File: config.mk
export PLATFORM = sky130hd
export DESIGN_NAME = inst_fetch_flat
export DESIGN_NICKNAME = d
export VERILOG_FILES = /design/src/rtl/inst_fetch_pkg.sv /design/src/rtl/inst_fetch_if.sv /design/src/rtl/inst_queue.sv /design/src/rtl/inst_fetch.sv /design/src/flat_wrapper.sv
export SDC_FILE = /design/constraint.sdc
export NUM_CORES = 1
export LEC_CHECK = 0
export BUFFER_PORTS_ARGS = -buffer_cell sky130_fd_sc_hd__buf_2
export CAP_MARGIN = 20
export CORE_MARGIN = 2
export CORE_UTILIZATION = 59
export CTS_BUF_LIST = sky130_fd_sc_hd__clkbuf_8
export DETAILED_ROUTE_END_ITERATION = 7
export GPL_ROUTABILITY_DRIVEN = 0
export PLACE_DENSITY = 0.82
export SYNTH_ARGS = -nofsm -noshare
export SYNTH_HDL_FRONTEND = slang
export SYNTH_SLANG_ARGS = --single-unit
File: constraint.sdc
create_clock -name clk_in -period 3.5 [get_ports clk_in]
set_input_delay 0.35 -clock clk_in [delete_from_list [all_inputs] [get_ports clk_in]]
set_output_delay 0.35 -clock clk_in [all_outputs]
set_load 0.02 [all_outputs]
File: src/rtl/inst_fetch_pkg.sv
// Shared definitions for the instruction-fetch stage and the memory controller port.
// Contents: memory op/length encodings, a zero word, fetch FSM states and the FIFO entry type.
package inst_fetch_pkg;

  // Memory operation encodings (IF_op)
  localparam logic [1:0] MEM_NOP  = 2'b00;
  localparam logic [1:0] MEM_LOAD = 2'b01;
  localparam logic [1:0] MEM_SAVE = 2'b10;

  // Access length encodings (IF_len)
  localparam logic [1:0] MEM_BYTE = 2'b00;
  localparam logic [1:0] MEM_HALF = 2'b01;
  localparam logic [1:0] MEM_WORD = 2'b10;

  localparam logic [31:0] ZeroWord = 32'h0000_0000;

  typedef enum logic [1:0] {
    StRun    = 2'd0,
    StFull   = 2'd1,
    StSquash = 2'd2
  } fetch_state_e;

  typedef struct packed {
    logic [31:0] pc;
    logic [31:0] inst;
  } fetch_entry_t;

endpackage

File: src/rtl/inst_fetch_if.sv
// Instruction port between the fetch stage (master) and the memory controller (slave).
//   IF_op   : MEM_LOAD while requesting, MEM_NOP otherwise
//   IF_len  : access length, always MEM_WORD for fetches
//   IF_addr : fetch address
//   IF_rdy  : one-cycle pulse, IF_out valid for the last sampled IF_addr
//   IF_out  : returned instruction word
interface inst_fetch_if;
  logic [1:0]  IF_op;
  logic [1:0]  IF_len;
  logic [31:0] IF_addr;
  logic        IF_rdy;
  logic [31:0] IF_out;

  modport master (
    output IF_op,
    output IF_len,
    output IF_addr,
    input  IF_rdy,
    input  IF_out
  );

  modport slave (
    input  IF_op,
    input  IF_len,
    input  IF_addr,
    output IF_rdy,
    output IF_out
  );
endinterface

File: src/rtl/inst_queue.sv
// Synchronous FIFO of {pc, inst} entries between fetch and decode.
//   clk, rst  : clock, synchronous active-high reset
//   push      : write push_data (accepted when not full, or full with a pop)
//   pop       : drop the head (ignored when empty)
//   flush     : empty the queue; wins over push and pop
//   full/empty/count : occupancy, count is clog2(DEPTH)+1 bits
//   head      : current head entry, all-zero when empty
module inst_queue
  import inst_fetch_pkg::*;
#(
  parameter int unsigned DEPTH = 4
) (
  input  logic                   clk,
  input  logic                   rst,
  input  logic                   push,
  input  fetch_entry_t           push_data,
  input  logic                   pop,
  input  logic                   flush,
  output logic                   full,
  output logic                   empty,
  output logic [$clog2(DEPTH):0] count,
  output fetch_entry_t           head
);

  localparam int unsigned PtrW = $clog2(DEPTH);
  localparam int unsigned CntW = PtrW + 1;
  localparam logic [CntW-1:0] DepthCnt = CntW'(DEPTH);

  fetch_entry_t    mem [DEPTH];
  logic [PtrW-1:0] rd_ptr;
  logic [PtrW-1:0] wr_ptr;
  logic            do_push;
  logic            do_pop;

  assign full    = (count == DepthCnt);
  assign empty   = (count == '0);
  assign do_pop  = pop && !empty;
  // Push into a full queue is fine when the head leaves in the same cycle.
  assign do_push = push && (!full || do_pop);

  always_ff @(posedge clk) begin
    if (rst || flush) begin
      rd_ptr <= '0;
      wr_ptr <= '0;
      count  <= '0;
    end else begin
      if (do_push) wr_ptr <= wr_ptr + 1'b1;
      if (do_pop)  rd_ptr <= rd_ptr + 1'b1;
      if (do_push && !do_pop) begin
        count <= count + 1'b1;
      end else if (!do_push && do_pop) begin
        count <= count - 1'b1;
      end
    end
  end

  always_ff @(posedge clk) begin
    if (do_push && !flush && !rst) begin
      mem[wr_ptr] <= push_data;
    end
  end

  assign head = empty ? fetch_entry_t'({ZeroWord, ZeroWord}) : mem[rd_ptr];

endmodule

File: src/rtl/inst_fetch.sv
// Instruction-fetch stage: owns the PC, issues sequential word fetches, queues the returned
// instructions toward decode and handles branch redirects.
//   clk_in, rst_in : clock, synchronous active-high reset
//   rdy_in         : global enable, all state frozen while low
//   jmp_in, jmp_target : redirect request and new PC
//   mem            : instruction port to the memory controller (master side)
//   id_valid/id_inst/id_pc/id_ready : queue head toward decode, popped on valid && ready
module inst_fetch
  import inst_fetch_pkg::*;
#(
  parameter logic [31:0] RESET_PC    = 32'h0,
  parameter int unsigned QUEUE_DEPTH = 4,
  parameter int unsigned SQUASH_CYC  = 2
) (
  input  logic               clk_in,
  input  logic               rst_in,
  input  logic               rdy_in,
  input  logic               jmp_in,
  input  logic [31:0]        jmp_target,
  inst_fetch_if.master       mem,
  output logic               id_valid,
  output logic [31:0]        id_inst,
  output logic [31:0]        id_pc,
  input  logic               id_ready
);

  localparam int unsigned CntW = $clog2(QUEUE_DEPTH) + 1;
  localparam int unsigned SqW  = (SQUASH_CYC == 0) ? 1 : $clog2(SQUASH_CYC + 1);
  localparam logic [SqW-1:0]  SqInit   = SqW'(SQUASH_CYC);
  localparam logic [CntW-1:0] DepthCnt = CntW'(QUEUE_DEPTH);

  fetch_state_e  state_q;
  logic [31:0]   pc_q;
  logic [SqW-1:0] sq_cnt_q;
  logic [1:0]    if_op_q;

  logic            q_push;
  logic            q_pop;
  logic            q_flush;
  logic            q_full;
  logic            q_empty;
  logic [CntW-1:0] q_count;
  fetch_entry_t    q_head;

  // A redirect overrides any push or pop in the same cycle.
  assign q_flush = rdy_in && jmp_in;
  assign q_pop   = rdy_in && !jmp_in && id_ready && !q_empty;
  assign q_push  = rdy_in && !jmp_in && (state_q == StRun) && mem.IF_rdy && (!q_full || q_pop);

  always_ff @(posedge clk_in) begin
    if (rst_in) begin
      state_q  <= StRun;
      pc_q     <= RESET_PC;
      sq_cnt_q <= '0;
      if_op_q  <= MEM_LOAD;
    end else if (rdy_in) begin
      if (jmp_in) begin
        pc_q    <= jmp_target;
        if_op_q <= MEM_LOAD;
        if (SQUASH_CYC == 0) begin
          state_q <= StRun;
        end else begin
          state_q  <= StSquash;
          sq_cnt_q <= SqInit;
        end
      end else begin
        unique case (state_q)
          StRun: begin
            if (mem.IF_rdy) begin
              if (!q_full || q_pop) begin
                pc_q <= pc_q + 32'd4;
              end else begin
                // Response dropped; the same pc is refetched after the queue drains.
                state_q <= StFull;
                if_op_q <= MEM_NOP;
              end
            end
          end
          StFull: begin
            // Registered count only, so id_ready never reaches IF_op combinationally.
            if (q_count < DepthCnt) begin
              state_q <= StRun;
              if_op_q <= MEM_LOAD;
            end
          end
          StSquash: begin
            // Responses still in flight for the old path arrive during these cycles.
            if (sq_cnt_q <= SqW'(1)) begin
              sq_cnt_q <= '0;
              state_q  <= StRun;
            end else begin
              sq_cnt_q <= sq_cnt_q - 1'b1;
            end
          end
          default: begin
            state_q <= StRun;
            if_op_q <= MEM_LOAD;
          end
        endcase
      end
    end
  end

  inst_queue #(
    .DEPTH (QUEUE_DEPTH)
  ) u_queue (
    .clk       (clk_in),
    .rst       (rst_in),
    .push      (q_push),
    .push_data ({pc_q, mem.IF_out}),
    .pop       (q_pop),
    .flush     (q_flush),
    .full      (q_full),
    .empty     (q_empty),
    .count     (q_count),
    .head      (q_head)
  );

  assign mem.IF_op   = if_op_q;
  assign mem.IF_len  = MEM_WORD;
  assign mem.IF_addr = pc_q;

  assign id_valid = !q_empty;
  assign id_inst  = q_head.inst;
  assign id_pc    = q_head.pc;

endmodule

File: src/flat_wrapper.sv
// flat-port wrapper written by rule: the top's interface ports become plain ports
module inst_fetch_flat import inst_fetch_pkg::*;
#(
  parameter logic [31:0] RESET_PC    = 32'h0,
  parameter int unsigned QUEUE_DEPTH = 4,
  parameter int unsigned SQUASH_CYC  = 2
)
  (clk_in, rst_in, rdy_in, jmp_in, jmp_target, id_valid, id_inst, id_pc, id_ready, mem_IF_op, mem_IF_len, mem_IF_addr, mem_IF_rdy, mem_IF_out);
  inst_fetch_if mem_i ();
  input  logic clk_in;
  input  logic rst_in;
  input  logic rdy_in;
  input  logic jmp_in;
  input  logic [31:0] jmp_target;
  output logic id_valid;
  output logic [31:0] id_inst;
  output logic [31:0] id_pc;
  input  logic id_ready;
  output wire logic [$bits(mem_i.IF_op)-1:0] mem_IF_op;
  output wire logic [$bits(mem_i.IF_len)-1:0] mem_IF_len;
  output wire logic [$bits(mem_i.IF_addr)-1:0] mem_IF_addr;
  input wire logic [$bits(mem_i.IF_rdy)-1:0] mem_IF_rdy;
  input wire logic [$bits(mem_i.IF_out)-1:0] mem_IF_out;
  assign mem_IF_op = mem_i.IF_op;
  assign mem_IF_len = mem_i.IF_len;
  assign mem_IF_addr = mem_i.IF_addr;
  assign mem_i.IF_rdy = mem_IF_rdy;
  assign mem_i.IF_out = mem_IF_out;
  inst_fetch #(.RESET_PC(RESET_PC), .QUEUE_DEPTH(QUEUE_DEPTH), .SQUASH_CYC(SQUASH_CYC)) u_core (.clk_in(clk_in), .rst_in(rst_in), .rdy_in(rdy_in), .jmp_in(jmp_in), .jmp_target(jmp_target), .mem(mem_i), .id_valid(id_valid), .id_inst(id_inst), .id_pc(id_pc), .id_ready(id_ready));
endmodule
# [After elaboration in Yosys (flattened, before gate mapping)]
# Memories as Yosys holds them, arrays and structs flattened. A register that Yosys moved wholly into a read port is not among the register bits.
# Index checks and enable logic that the tools add are counted.
[totals] regBits=45 latch_bits=0 ramBits=256 romBits=0 in_bits=70 out_inout_bits=101 elab_cells=83 memories=1
[memory_table] name="u_core.u_queue.mem" depth=4 width=64 read_ports=1 rd_clocked_by_memory_dff=1 write_ports=1 line="inst_queue.sv:29" rtl="fetch_entry_t mem [DEPTH];"
[op_classes] addsub=6 mul=0 div_mod_pow=0 order_cmp=2 eq_ne=8 n_shift=0 muxes=25 n_bitwise=0 n_reduce_logical=34
[ops] op="32-bit 2-to-1 mux" count=4
[ops] op="64-bit 2-to-1 mux" count=1
[ops] op="32-bit by 3-bit adder with 32-bit output (second input constant)" count=1
[ops] op="2-bit 2-to-1 mux" count=14
[ops] op="1-bit logical AND" count=13
[ops] op="2-bit case mux with 3 select lines" count=2
[ops] op="5-bit AND reduction" count=2
[ops] op="2-bit nonzero test" count=5
[ops] op="1-bit zero test" count=7
[ops] op="3-bit 2-to-1 mux" count=2
[ops] op="3-bit by 2-bit != test with 1-bit output (second input constant)" count=2
[ops] op="3-bit != test (second input constant)" count=2
[ops] op="2-bit by 1-bit adder with 2-bit output (second input constant)" count=2
[ops] op="4-bit AND reduction" count=1
[ops] op="3-bit by 1-bit adder with 3-bit output (second input constant)" count=1
[ops] op="3-bit equality test (second input constant)" count=1
[ops] op="3-bit zero test" count=1
[ops] op="1-bit logical OR" count=3
[ops] op="3-bit less-than comparator (second input constant)" count=1
[ops] op="3-bit by 1-bit subtractor with 3-bit output (second input constant)" count=1
[ops] op="2-bit by 1-bit equality test with 1-bit output (second input constant)" count=1
[ops] op="2-bit equality test (second input constant)" count=1
[ops] op="2-bit by 1-bit less-or-equal comparator with 1-bit output (second input constant)" count=1
[ops] op="2-bit zero test" count=1
[ops] op="other kinds (4)" count=5

# [Logic depth before layout (Yosys ltp)]
[logic_depth] ltp_word=11 ltp_mapped=10 mapped_depth_nobuf=9

# [Cells and area by module]
# A second synthesis with hierarchy kept.
[hier_totals] hier_cells=783 area_unflattened_um2=12604.6
[by_module_without_submodules] mod="inst_queue" instances=1 cells_per_inst=456 area_per_inst_um2=10133.5 seq_area_each_um2=7867.5
[by_module_without_submodules] mod="inst_fetch" instances=1 cells_per_inst=327 area_per_inst_um2=2471.1 seq_area_each_um2=740.7

# [Worst setup path after synthesis]
# Ideal clock, no wire load.
[synth_timing] kind="input to register" start="input jmp_in" end="memory u_core.u_queue.mem[0][0] in the netlist's numbering, enable pin" setup_ns=0.429 arrival_ns=2.637 t_required_ns=3.071 path_slack_ns=0.434 path_stages=5 path_buffers=1 path_cell_list="and3b_1 o2111ai_2 inv_1 buf_2 and3_1"
[synth_between] elab_chain_cells=11 elab_cells_between_ends=17 cone_classes="mux: 2; reduce/logical: 15"
[synth_rtl] item="from (decl)" line="flat_wrapper.sv:13" rtl="input logic jmp_in;"
[synth_rtl] item="1-bit zero test" line="inst_fetch.sv:47, inst_fetch.sv:48"
[synth_rtl] item="1-bit logical AND" line="inst_fetch.sv:47, inst_fetch.sv:48"
[synth_rtl] item="1-bit logical AND (2 in a row)" line="inst_fetch.sv:47" rtl="assign q_pop = rdy_in && !jmp_in && id_ready && !q_empty;"
[synth_rtl] item="1-bit logical OR or 1-bit logical AND (tied branches)" line="inst_fetch.sv:48, inst_queue.sv:37"
[synth_rtl] item="1-bit logical AND or 1-bit logical OR (tied branches)" line="inst_fetch.sv:48, inst_queue.sv:39"
[synth_rtl] item="1-bit logical AND" line="inst_queue.sv:39" rtl="assign do_push = push && (!full || do_pop);"
[synth_rtl] item="1-bit logical AND * (2 in a row)" line="inst_queue.sv:58" rtl="if (do_push && !flush && !rst) begin"
[synth_rtl] item="1-bit 2-to-1 mux *" line="inst_queue.sv:58"
[synth_rtl] item="1-bit 2-to-1 mux (not written as such) *" line="inst_queue.sv:59" rtl="mem[wr_ptr] <= push_data;"
[synth_rtl] item="to (decl)" line="inst_queue.sv:29"
# Mark *: on every way between the ends. The rest lies on a longest branch, timed or not.

==> flow_summary.toml <==
[outcome]
outcome = "finished, final reports clean"

[drt]
wl_per_cell_um = 21.1
routed_wl_um = 26900
top_layer_used = "met4"
drt-met1-wl_um = 10900
initialDrtViolationCount = 713
via_count = 7615
drc = 0
first_pass_iters = 5
route.met3.wl_um = 2310
ant_nets = 0
wl_met2_um = 13400
avgViaCountPerCell = 5.98

[timing]
max_slew.worst_pin.slew_ns = 1.01
fin_crit_sh_pct = 81.3
final.min_clock_period_ns = 2.85
skew_ns = 0.0141
final-hold-violation-count = 0
rsz0062_at_grt = "false"
slew_headroom_pct = 32.6
fmax_mhz = 351
setup_violations = 0
finalSetupTns_ns = 0
drv_slew = 0

[hold_path]
hp-class = "input port to flop"
min_path_cells = 1

[synthesis]
ys_async_sr_fraction_pct = 0
synth_flop_cell = "edfxtp_1"
synth_seq_cells = 302
syn_inst = 772
yosysWarnings = 0
yosysTopAreaCell = "edfxtp_1"
synth_edf_count = 256
synth_top_cell_area_share_pct = 61.8
syn_area_per_cell_um2 = 16.1
syn_area_um2 = 12400
synth_cell_type_count = 61
synth_area_leaders = "edfxtp_1 (62%), mux4_2 (12%), dfxtp_1 (7.4%)"
yosysSeqAreaShare_pct = 69.3

[final_layout]
n_antenna_cell = 0
final_nets = 1039
final_area_um2 = 14500
layout_commonest_cell = "edfxtp_1"
post_route_cells_drive_above_1_share_pct = 32.3
final_cell_mix = "edfxtp_1 (256), buf_2 (167), and2_1 (68)"
area_growth_pct = 16.7
final_core_util_pct = 69.7

[setup_path]
cp_max_fo = 28
cp-end-kind = "output pin"
ff2ff_path_depth = 6
cp_data_required_time_ns = 3.15
criticalPathCategory = "flop to output pin"
worst_ep_arrival_time_ns = 2.50
start_kind = "flop"

[floorplan]
row_count = 53
start_util_pct = 59.7
die_height_um = 149
fp.coreArea_um2 = 20800
ios = 171
dieWidth_um = 149
fp.dieArea_um2 = 22200

[cts]
clockRootBuffer = "clkbuf_8"
postCtsSetupBuffers = 0
cts_buffers = 46
clock_latency_ns = 0.54
htree_levels = 2
cts_tree = "done"
path_clk_slew_ns = 0.06
cts_sinks = 302
cts_buffer_depth = 3

[global_route]
grt_pass1_wl_um = 41400
antenna_found_initial = 0
grt_usage_pct = 24.5
grt_max_degree = 66
grt_pass1_vias = 7389
grt.overflow.total = 0

[place]
dpl-instance-area_um2 = 13600
dp_hpwl_um = 16900
io_buffers = 167

[pwr]
power_mw = 7.26
power_density_nw_per_um2 = 500
p_leak_nw = 5.16
peakVddDrop_mv = 0.288

[flow_run]
max_cap_viol_count = 0
kinds of logic (layout without fill, tap and decap cells):
kind of cell,after synthesis,after routing,share of synthesized area [%]
other,2,3,0.0604
xor gates and xnor gates,4,4,0.282
adders and majority gates,7,7,0.765
AOI/OAI and AO/OA,121,121,6.29
buffers and inverters,60,286,2.22
DFF,302,302,69.3
and+or+nand+nor,209,209,9.28
muxes,67,67,11.8
critical path: stages, from the launching register on:
cell     delay [ns]
dfxtp_4        0.72
buf_4          0.34
mux4_2         0.53
and2_1         0.19
buf_2          0.16
per-layer routing:
layer  track usage (%)  up-vias
met5                 0        -
met4              6.19        0
met3              4.43       35
met2              39.2      370
met1              35.5     3786
li1                  -     3424
registers in the layout (all words and copies together), names as in the netlist, named ones only:
| name | flops |
|---|---|
| u_core.mem.IF_addr | 32 |
| u_core.sq_cnt_q | 2 |
| u_core.state_q | 2 |
| u_core.u_queue.count | 3 |
| u_core.mem.IF_op | 1 |
| u_core.u_queue.wr_ptr | 2 |
| u_core.u_queue.rd_ptr | 2 |
| u_core.u_queue.mem | 256 |
worst paths after layout:
path	slack [ns]	from	endpoint
max	0.65	flop	id_pc[14]
min	0.04	mem_IF_out[20]	u_core.u_queue.mem[0][20]
max reg2reg	0.92	u_core.mem.IF_addr[2]	u_core.mem.IF_addr[12]
min reg2reg	0.50	u_core.u_queue.wr_ptr[1]	u_core.u_queue.wr_ptr[1]
timing repair:
action,CTS,global route
hold buffers,4,0
resized for setup,0,0
endpoints found under the hold margin,15,0
setup endpoints to repair,0,0
power breakdown:
group,switching [mW],internal (mW),leakage [nW]
clock network,1.30,1.45,0.508
registers,0.0701,3.94,2.67
logic,0.316,0.185,1.98
per-stage QoR:
| stage | hold slack, ns | std cells | setup WS (ns) |
|---|---|---|---|
| 6_report | 0.0353 | 1274 | 0.654 |
| 5_1_grt | 0.00416 | 1274 | 0.459 |
| 4_1_cts | 0.00101 | 1274 | 0.558 |
| 3_5_place_dp | 0.496 | 1185 | 0.878 |
| 3_3_place_gp | 0.485 | 1185 | 0.956 |
| 2_1_floorplan | 0.449 | 773 | 0.434 |
cell type report:
type / instances / area [um2]
fillers: 1390 / 6310
repair buffers: 187 / 1050
flip-flops and latches: 302 / 8620
clock inverters: 36 / 206
well taps: 275 / 344
clock buffers: 49 / 674
inverters: 14 / 52.6
multi-input cells: 411 / 3570
synth_stat cells (3+ instances only):
master	n
edfxtp_1	256
and2_1	68
mux4_2	64
nand2_1	57
dfxtp_1	46
o21ai_0	33
a21oi_1	29
clkbuf_1	27
nor2_1	18
inv_1	13
nand3_1	12
buf_2	11
or3_1	9
and3_1	8
nor3_1	8
a211oi_1	6
a22oi_1	6
buf_4	6
ha_1	6
nand4_1	6
a31oi_1	5
and4_1	5
o211ai_1	5
o22ai_1	5
a22o_1	4
nor4_1	4
o31ai_1	4
a21o_1	3
mux2i_1	3
nand4b_1	3
xor2_1	3
(Power assumes the default switching activity.)
